[config.mk]
export PLATFORM = sky130hd
export DESIGN_NAME = uart_word_loader_tx
export DESIGN_NICKNAME = d
export VERILOG_FILES = /design/src/rtl/uart_word_loader_tx.sv
export SDC_FILE = /design/constraint.sdc
export NUM_CORES = 1
export LEC_CHECK = 0
export ABC_AREA = 1
export CORE_UTILIZATION = 54
export CTS_CLUSTER_DIAMETER = 200
export DETAILED_ROUTE_END_ITERATION = 8
export PLACE_DENSITY = 0.8
export SYNTH_ARGS = -nofsm -noshare
export SYNTH_HDL_FRONTEND = slang
export SYNTH_SLANG_ARGS = --single-unit
[constraint.sdc]
create_clock -name clk_i -period 2.74 [get_ports clk_i]
set_clock_uncertainty 0.15 [all_clocks]
set_input_delay 0.548 -clock clk_i [delete_from_list [all_inputs] [get_ports clk_i]]
set_output_delay 0.548 -clock clk_i [all_outputs]
set_load 0.05 [all_outputs]
[src/rtl/uart_word_loader_tx.sv]
`default_nettype none
// ============================================================================
//  Module   : uart_word_loader_tx
//  Purpose  : UART boot-stream serializer. Buffers DATA_WIDTH-bit words in a
//             small FIFO and sends each one as DATA_WIDTH/8 UART frames, least
//             significant byte first and LSB-first bits. An optional parity
//             bit and 1 or 2 stop bits follow each byte. After the word marked
//             "last", the line idles for GAP_BITS bit-times and then boot_en_o
//             rises and stays high until reset.
//  Ports    : clk_i        system clock
//             rst_ni       asynchronous active-low reset
//             word_i       instruction word to send
//             word_valid_i word_i / word_last_i valid
//             word_last_i  final word of the image
//             word_ready_o FIFO can accept a word
//             uart_tx_o    serial line, idle high
//             busy_o       transmitting, in gap, or FIFO non-empty
//             boot_en_o    sticky: image fully sent
//             words_sent_o count of completely transmitted words
//  Revision : 1.0 - initial release
// ============================================================================
module uart_word_loader_tx #(
    parameter int DATA_WIDTH   = 32,
    parameter int CLKS_PER_BIT = 10417,
    parameter int FIFO_DEPTH   = 4,
    parameter int PARITY_EN    = 0,
    parameter int PARITY_ODD   = 0,
    parameter int STOP_BITS    = 1,
    parameter int GAP_BITS     = 16
) (
    input  logic                  clk_i,
    input  logic                  rst_ni,
    input  logic [DATA_WIDTH-1:0] word_i,
    input  logic                  word_valid_i,
    input  logic                  word_last_i,
    output logic                  word_ready_o,
    output logic                  uart_tx_o,
    output logic                  busy_o,
    output logic                  boot_en_o,
    output logic [31:0]           words_sent_o
);

    localparam int BYTES = DATA_WIDTH / 8;
    localparam int AW    = $clog2(FIFO_DEPTH);
    localparam int CW    = (CLKS_PER_BIT > 2) ? $clog2(CLKS_PER_BIT) : 1;
    localparam int BW    = $clog2((GAP_BITS > 8) ? GAP_BITS : 8) + 1;
    localparam int YW    = $clog2(BYTES) + 1;

    typedef enum logic [2:0] {
        S_IDLE   = 3'd0,
        S_START  = 3'd1,
        S_DATA   = 3'd2,
        S_PARITY = 3'd3,
        S_STOP   = 3'd4,
        S_GAP    = 3'd5,
        S_DONE   = 3'd6
    } state_t;

    // FIFO storage: {last, word}
    logic [DATA_WIDTH:0]   mem [FIFO_DEPTH];
    logic [AW-1:0]         wr_ptr;
    logic [AW-1:0]         rd_ptr;
    logic [AW:0]           count;
    logic [AW:0]           count_nxt;
    logic [DATA_WIDTH:0]   head;

    state_t                state;
    logic [CW-1:0]         cyc;
    logic [BW-1:0]         bit_idx;
    logic [YW-1:0]         byte_idx;
    logic [DATA_WIDTH-1:0] shreg;
    logic                  last_word;
    logic                  par;

    logic bit_end;
    logic push;
    logic pop;
    logic to_done;
    logic flush;
    logic stop_end;
    logic word_end;
    logic to_idle;
    logic ready_nxt;
    logic busy_nxt;

    assign head     = mem[rd_ptr];
    assign bit_end  = (cyc == CW'(CLKS_PER_BIT - 1));
    assign push     = word_valid_i && word_ready_o;
    assign pop      = (state == S_IDLE) && (count != '0);
    assign to_done  = (state == S_GAP) && bit_end && (bit_idx == BW'(GAP_BITS - 1));
    // Anything still queued once the image is complete is dropped.
    assign flush    = to_done || (state == S_DONE);
    assign stop_end = (state == S_STOP) && bit_end && (bit_idx == BW'(STOP_BITS - 1));
    assign word_end = stop_end && (byte_idx == YW'(BYTES - 1));
    assign to_idle  = word_end && !last_word;

    assign count_nxt = flush ? '0 : (count + (AW+1)'(push) - (AW+1)'(pop));

    // Ready and busy are registered, so they are computed from next-cycle state.
    assign ready_nxt = (count_nxt != (AW+1)'(FIFO_DEPTH)) && !flush;
    assign busy_nxt  = (count_nxt != '0) ||
                       ((state == S_IDLE) ? pop : !(flush || to_idle));

    always_ff @(posedge clk_i) begin
        if (push) begin
            mem[wr_ptr] <= {word_last_i, word_i};
        end
    end

    always_ff @(posedge clk_i or negedge rst_ni) begin
        if (!rst_ni) begin
            wr_ptr       <= '0;
            rd_ptr       <= '0;
            count        <= '0;
            word_ready_o <= 1'b0;
            busy_o       <= 1'b0;
        end else begin
            word_ready_o <= ready_nxt;
            busy_o       <= busy_nxt;
            count        <= count_nxt;
            if (flush) begin
                wr_ptr <= '0;
                rd_ptr <= '0;
            end else begin
                if (push) wr_ptr <= wr_ptr + 1'b1;
                if (pop)  rd_ptr <= rd_ptr + 1'b1;
            end
        end
    end

    always_ff @(posedge clk_i or negedge rst_ni) begin
        if (!rst_ni) begin
            state        <= S_IDLE;
            cyc          <= '0;
            bit_idx      <= '0;
            byte_idx     <= '0;
            shreg        <= '0;
            last_word    <= 1'b0;
            par          <= 1'b0;
            uart_tx_o    <= 1'b1;
            boot_en_o    <= 1'b0;
            words_sent_o <= '0;
        end else begin
            // Bit-time counter restarts whenever a bit period completes.
            cyc <= bit_end ? '0 : cyc + 1'b1;
            case (state)
                S_IDLE: begin
                    cyc <= '0;
                    if (count != '0) begin
                        shreg     <= head[DATA_WIDTH-1:0];
                        last_word <= head[DATA_WIDTH];
                        byte_idx  <= '0;
                        bit_idx   <= '0;
                        par       <= (PARITY_ODD != 0);
                        uart_tx_o <= 1'b0;
                        state     <= S_START;
                    end
                end
                S_START: begin
                    if (bit_end) begin
                        state     <= S_DATA;
                        bit_idx   <= '0;
                        uart_tx_o <= shreg[0];
                        par       <= par ^ shreg[0];
                        shreg     <= shreg >> 1;
                    end
                end
                S_DATA: begin
                    if (bit_end) begin
                        if (bit_idx == BW'(7)) begin
                            bit_idx <= '0;
                            if (PARITY_EN != 0) begin
                                state     <= S_PARITY;
                                uart_tx_o <= par;
                            end else begin
                                state     <= S_STOP;
                                uart_tx_o <= 1'b1;
                            end
                        end else begin
                            bit_idx   <= bit_idx + 1'b1;
                            uart_tx_o <= shreg[0];
                            par       <= par ^ shreg[0];
                            shreg     <= shreg >> 1;
                        end
                    end
                end
                S_PARITY: begin
                    if (bit_end) begin
                        state     <= S_STOP;
                        bit_idx   <= '0;
                        uart_tx_o <= 1'b1;
                    end
                end
                S_STOP: begin
                    if (bit_end) begin
                        if (stop_end) begin
                            bit_idx  <= '0;
                            byte_idx <= byte_idx + 1'b1;
                            if (word_end) begin
                                words_sent_o <= words_sent_o + 32'd1;
                                state        <= last_word ? S_GAP : S_IDLE;
                            end else begin
                                state     <= S_START;
                                uart_tx_o <= 1'b0;
                                par       <= (PARITY_ODD != 0);
                            end
                        end else begin
                            bit_idx <= bit_idx + 1'b1;
                        end
                    end
                end
                S_GAP: begin
                    if (bit_end) begin
                        if (to_done) begin
                            state     <= S_DONE;
                            boot_en_o <= 1'b1;
                        end else begin
                            bit_idx <= bit_idx + 1'b1;
                        end
                    end
                end
                S_DONE: begin
                    cyc       <= '0;
                    boot_en_o <= 1'b1;
                end
                default: begin
                    state     <= S_IDLE;
                    uart_tx_o <= 1'b1;
                end
            endcase
        end
    end

endmodule
`default_nettype wire

==> results.sh <==
export IMPL_fin_cells=1506
export IMPL_seq_area_frac_synth=0.595
export IMPL_finalSetupViolCount=0
export IMPL_antenna_found_initial=0
export IMPL_worstPathArrival_ns=1.88
export IMPL_grt_pass1_vias=7648
export IMPL_ctsRootBufferMaster="clkbuf_16"
export IMPL_cts_sinks=233
export IMPL_holdWs_ns=0.321
export IMPL_synth_top_family_by_area="simple AND/OR/NAND/NOR gates"
export IMPL_syn_nets=1197
export IMPL_tightest_slew_ns=0.699
export IMPL_drv_slew=0
export IMPL_grtUsageTotal=0.226
export IMPL_synth_edff_count=132
export IMPL_power_leakage_nw=5.35
export IMPL_synthArstFlopShare=0.433
export IMPL_synth_area_leaders="edfxtp_1, dfrtp_1, nand2_1"
export IMPL_fp_dieArea_um2=20800
export IMPL_slowest_stage="clkdlybuf4s50_1"
export IMPL_synth_cell_types=41
export IMPL_critical_path_top_delay_family="buffers and inverters"
export IMPL_relSlewSlack=0.534
export IMPL_insertion_delay_ns=0.54
export IMPL_synth_area_um2=10900
export IMPL_synthMuxAreaShare=0
export IMPL_drive_above_1_share=0.0943
export IMPL_layout_nets=1273
export IMPL_synth_simple_area_share=0.254
export IMPL_post_route_period_util=0.940
export IMPL_drtPass1Iterations=5
export IMPL_die_y_um=144
export IMPL_cts_tree="done"
export IMPL_dp_final_hpwl_um=14100
export IMPL_areaGrowthSynthToFinish_pct=17.7
export IMPL_path_buf_inv=1
export IMPL_synth_fa_ha_area_frac=0.0179
export IMPL_io_pins=72
export IMPL_place_ws_ns=0.0395
export IMPL_cts_setup_buffers=0
export IMPL_synth_xor_area_frac=0.0249
export IMPL_synthCells=1146
export IMPL_grt_max_degree=73
export IMPL_synth_avg_cell_area_um2=9.53
export IMPL_p_per_area_nw_per_um2=679
export IMPL_postRouteAntennaNets=0
export IMPL_synth_compound_area_frac=0.0568
export IMPL_vias=7984
export IMPL_fp_row_count=51
export IMPL_drc=0
export IMPL_cp_required_ns=2.04
export IMPL_dp_cells=1459
export IMPL_core_um2=19700
export IMPL_grt_pass1_wl_um=37100
export IMPL_ir_worst_vdd_mv=0.635
export IMPL_synth_ff_type="edfxtp_1"
export IMPL_start_util=0.556
export IMPL_yosysTopAreaCellShare=0.363
export IMPL_diodes=0
export IMPL_ys_ff_latch=233
export IMPL_cp_slowest_stage_delay_ns=0.81
export IMPL_cp_max_fo=2
export IMPL_cts_max_path_buffers=3
export IMPL_grt_overflow_total=0
export IMPL_start_kind="register"
export IMPL_worst_slack_ns=0.166
export IMPL_path_cells="clkdlybuf4s50_1"
export IMPL_ys_warnings_count=0
export IMPL_routedWlPerCell_um=14.9
export IMPL_h_tree_depth=1
export IMPL_critPathKind="register to output port"
export IMPL_portBuffers=71
export IMPL_max_cap_viol_count=0
export IMPL_status="finished, final reports clean"
export IMPL_fmax_mhz=388
export IMPL_vias_per_cell=5.30
export IMPL_synth_area_leader_cell="edfxtp_1"
export IMPL_numCtsBuffers=25
export IMPL_cp_end_kind="output port"
export IMPL_nFillCells=1598
export IMPL_hold_viol=0
export IMPL_clkTransAtPathRegs_ns=0.06
export IMPL_fp_dieW_um=144
export IMPL_hp_class="register to register"
export IMPL_drtIter0Drc=538
export IMPL_finalWeightedCongestion=0.881
export IMPL_drt_wl_total_um=22400
export IMPL_power_mw=8.72
export IMPL_rsz0062_at_grt="no"
export IMPL_period_needed_ns=2.57
==> cell usage after synthesis (all sizes together), types with 2 or more instances <==
master	n
nand3	101
xnor2	7
inv	91
nand4	11
nand3b	2
o21bai	5
o21ai	78
clkbuf	12
nor3b	2
buf	26
o22ai	2
ha	14
dfrtp	100
a21oi	18
xor2	24
nor2	105
nand2	387
edfxtp	132
nor3	22
==> area by class of cell <==
class | instances | area, um^2 | area share
multi-input combinational | 784 | 3870 | 0.301
clock buffer | 29 | 641 | 0.0499
inverter | 91 | 342 | 0.0266
timing repair buffer | 87 | 906 | 0.0705
tap | 265 | 332 | 0.0258
sequential | 233 | 6490 | 0.505
clock inverter | 17 | 262 | 0.0204
==> power breakdown <==
group          total (mW)  leakage [nW]  internal, mW  switching (mW)
registers            4.27          2.50          4.16           0.110
logic               0.811          2.41         0.296           0.515
clock network        3.65         0.433          2.26            1.39
total                8.72          5.35          6.71            2.01
==> logic make-up (layout without fill, tap and decap cells) <==
family          count (synthesis)  after routing
simple gates                  632            632
buf+inv                       129            224
compound gates                106            106
flops                         233            233
xor+xnor                       31             31
fa+ha+maj                      15             15
==> registers in the layout, indices dropped and copies added, names as in the netlist <==
| register | cells |
|---|---|
| boot_en_o | 1 |
| wr_ptr | 2 |
| last_word | 1 |
| shreg | 32 |
| busy_o | 1 |
| words_sent_o | 32 |
| cyc | 14 |
| rd_ptr | 2 |
| bit_idx | 5 |
| word_ready_o | 1 |
| mem | 132 |
| count | 3 |
| byte_idx | 3 |
| state | 3 |
| uart_tx_o | 1 |
==> final timing paths <==
check                      startpoint         end  slack, ns  cells past startpoint
min in group asynchronous      rst_ni  bit_idx[3]       0.35                      2
hold / removal              uart_tx_o   uart_tx_o       0.32                      2
hold reg to reg             uart_tx_o   uart_tx_o       0.32                      2
max in group asynchronous      rst_ni   uart_tx_o       1.36                      3
setup / recovery            uart_tx_o   uart_tx_o       0.17                      1
setup reg to reg             state[0]      busy_o       0.27                     11
==> metal layers <==
metal	global-route usage	up-vias	wire, um
met2	0.390	268	11200
met3	0.0334	45	1370
met1	0.293	3750	9330
li1	-	3921	-
met4	0.0748	0	543
met5	0	-	0
==> tightest hold or removal path, stage by stage (launching register included) <==
cell     delay (ns)
dfstp_2        0.37
nand2_1        0.06
nand2_1        0.04
==> per-stage QoR <==
stage / util / TNS [ns] / cell area [um^2]
after detailed placement: 0.607 / 0 / 11900
final: 0.654 / 0 / 12800
after floorplan: - / -21.75 / 10900
after CTS: 0.654 / 0 / 12800
after global routing: 0.654 / 0 / 12800
after global placement: 0.607 / 0 / 11900
==> timing repair <==
item	in CTS	in global routing
resized for setup	0	0
setup endpoints to repair	0	0
endpoints found under the hold margin	29	0
hold buffers	1	0
==> cells in the final DEF (no fill, tap or decap), types with 4 or more instances in the layout <==
master	count
o21ai_1	17
nand3_1	95
ha_1	14
edfxtp_1	132
clkinv_1	4
buf_4	10
a21oi_1	16
dfrtp_1	99
bufinv_16	6
inv_1	85
clkdlybuf4s50_1	70
xor2_1	24
buf_12	6
o21ai_0	45
nand4_1	10
clkbuf_1	4
nor2_1	86
nand2_1	378
nand3_2	4
o21ai_2	16
nand2_2	7
clkbuf_16	25
nor2_2	13
nor3_1	22
o21bai_1	5
xnor2_1	7
inv_2	6
Power figures use the tool's default switching activity.
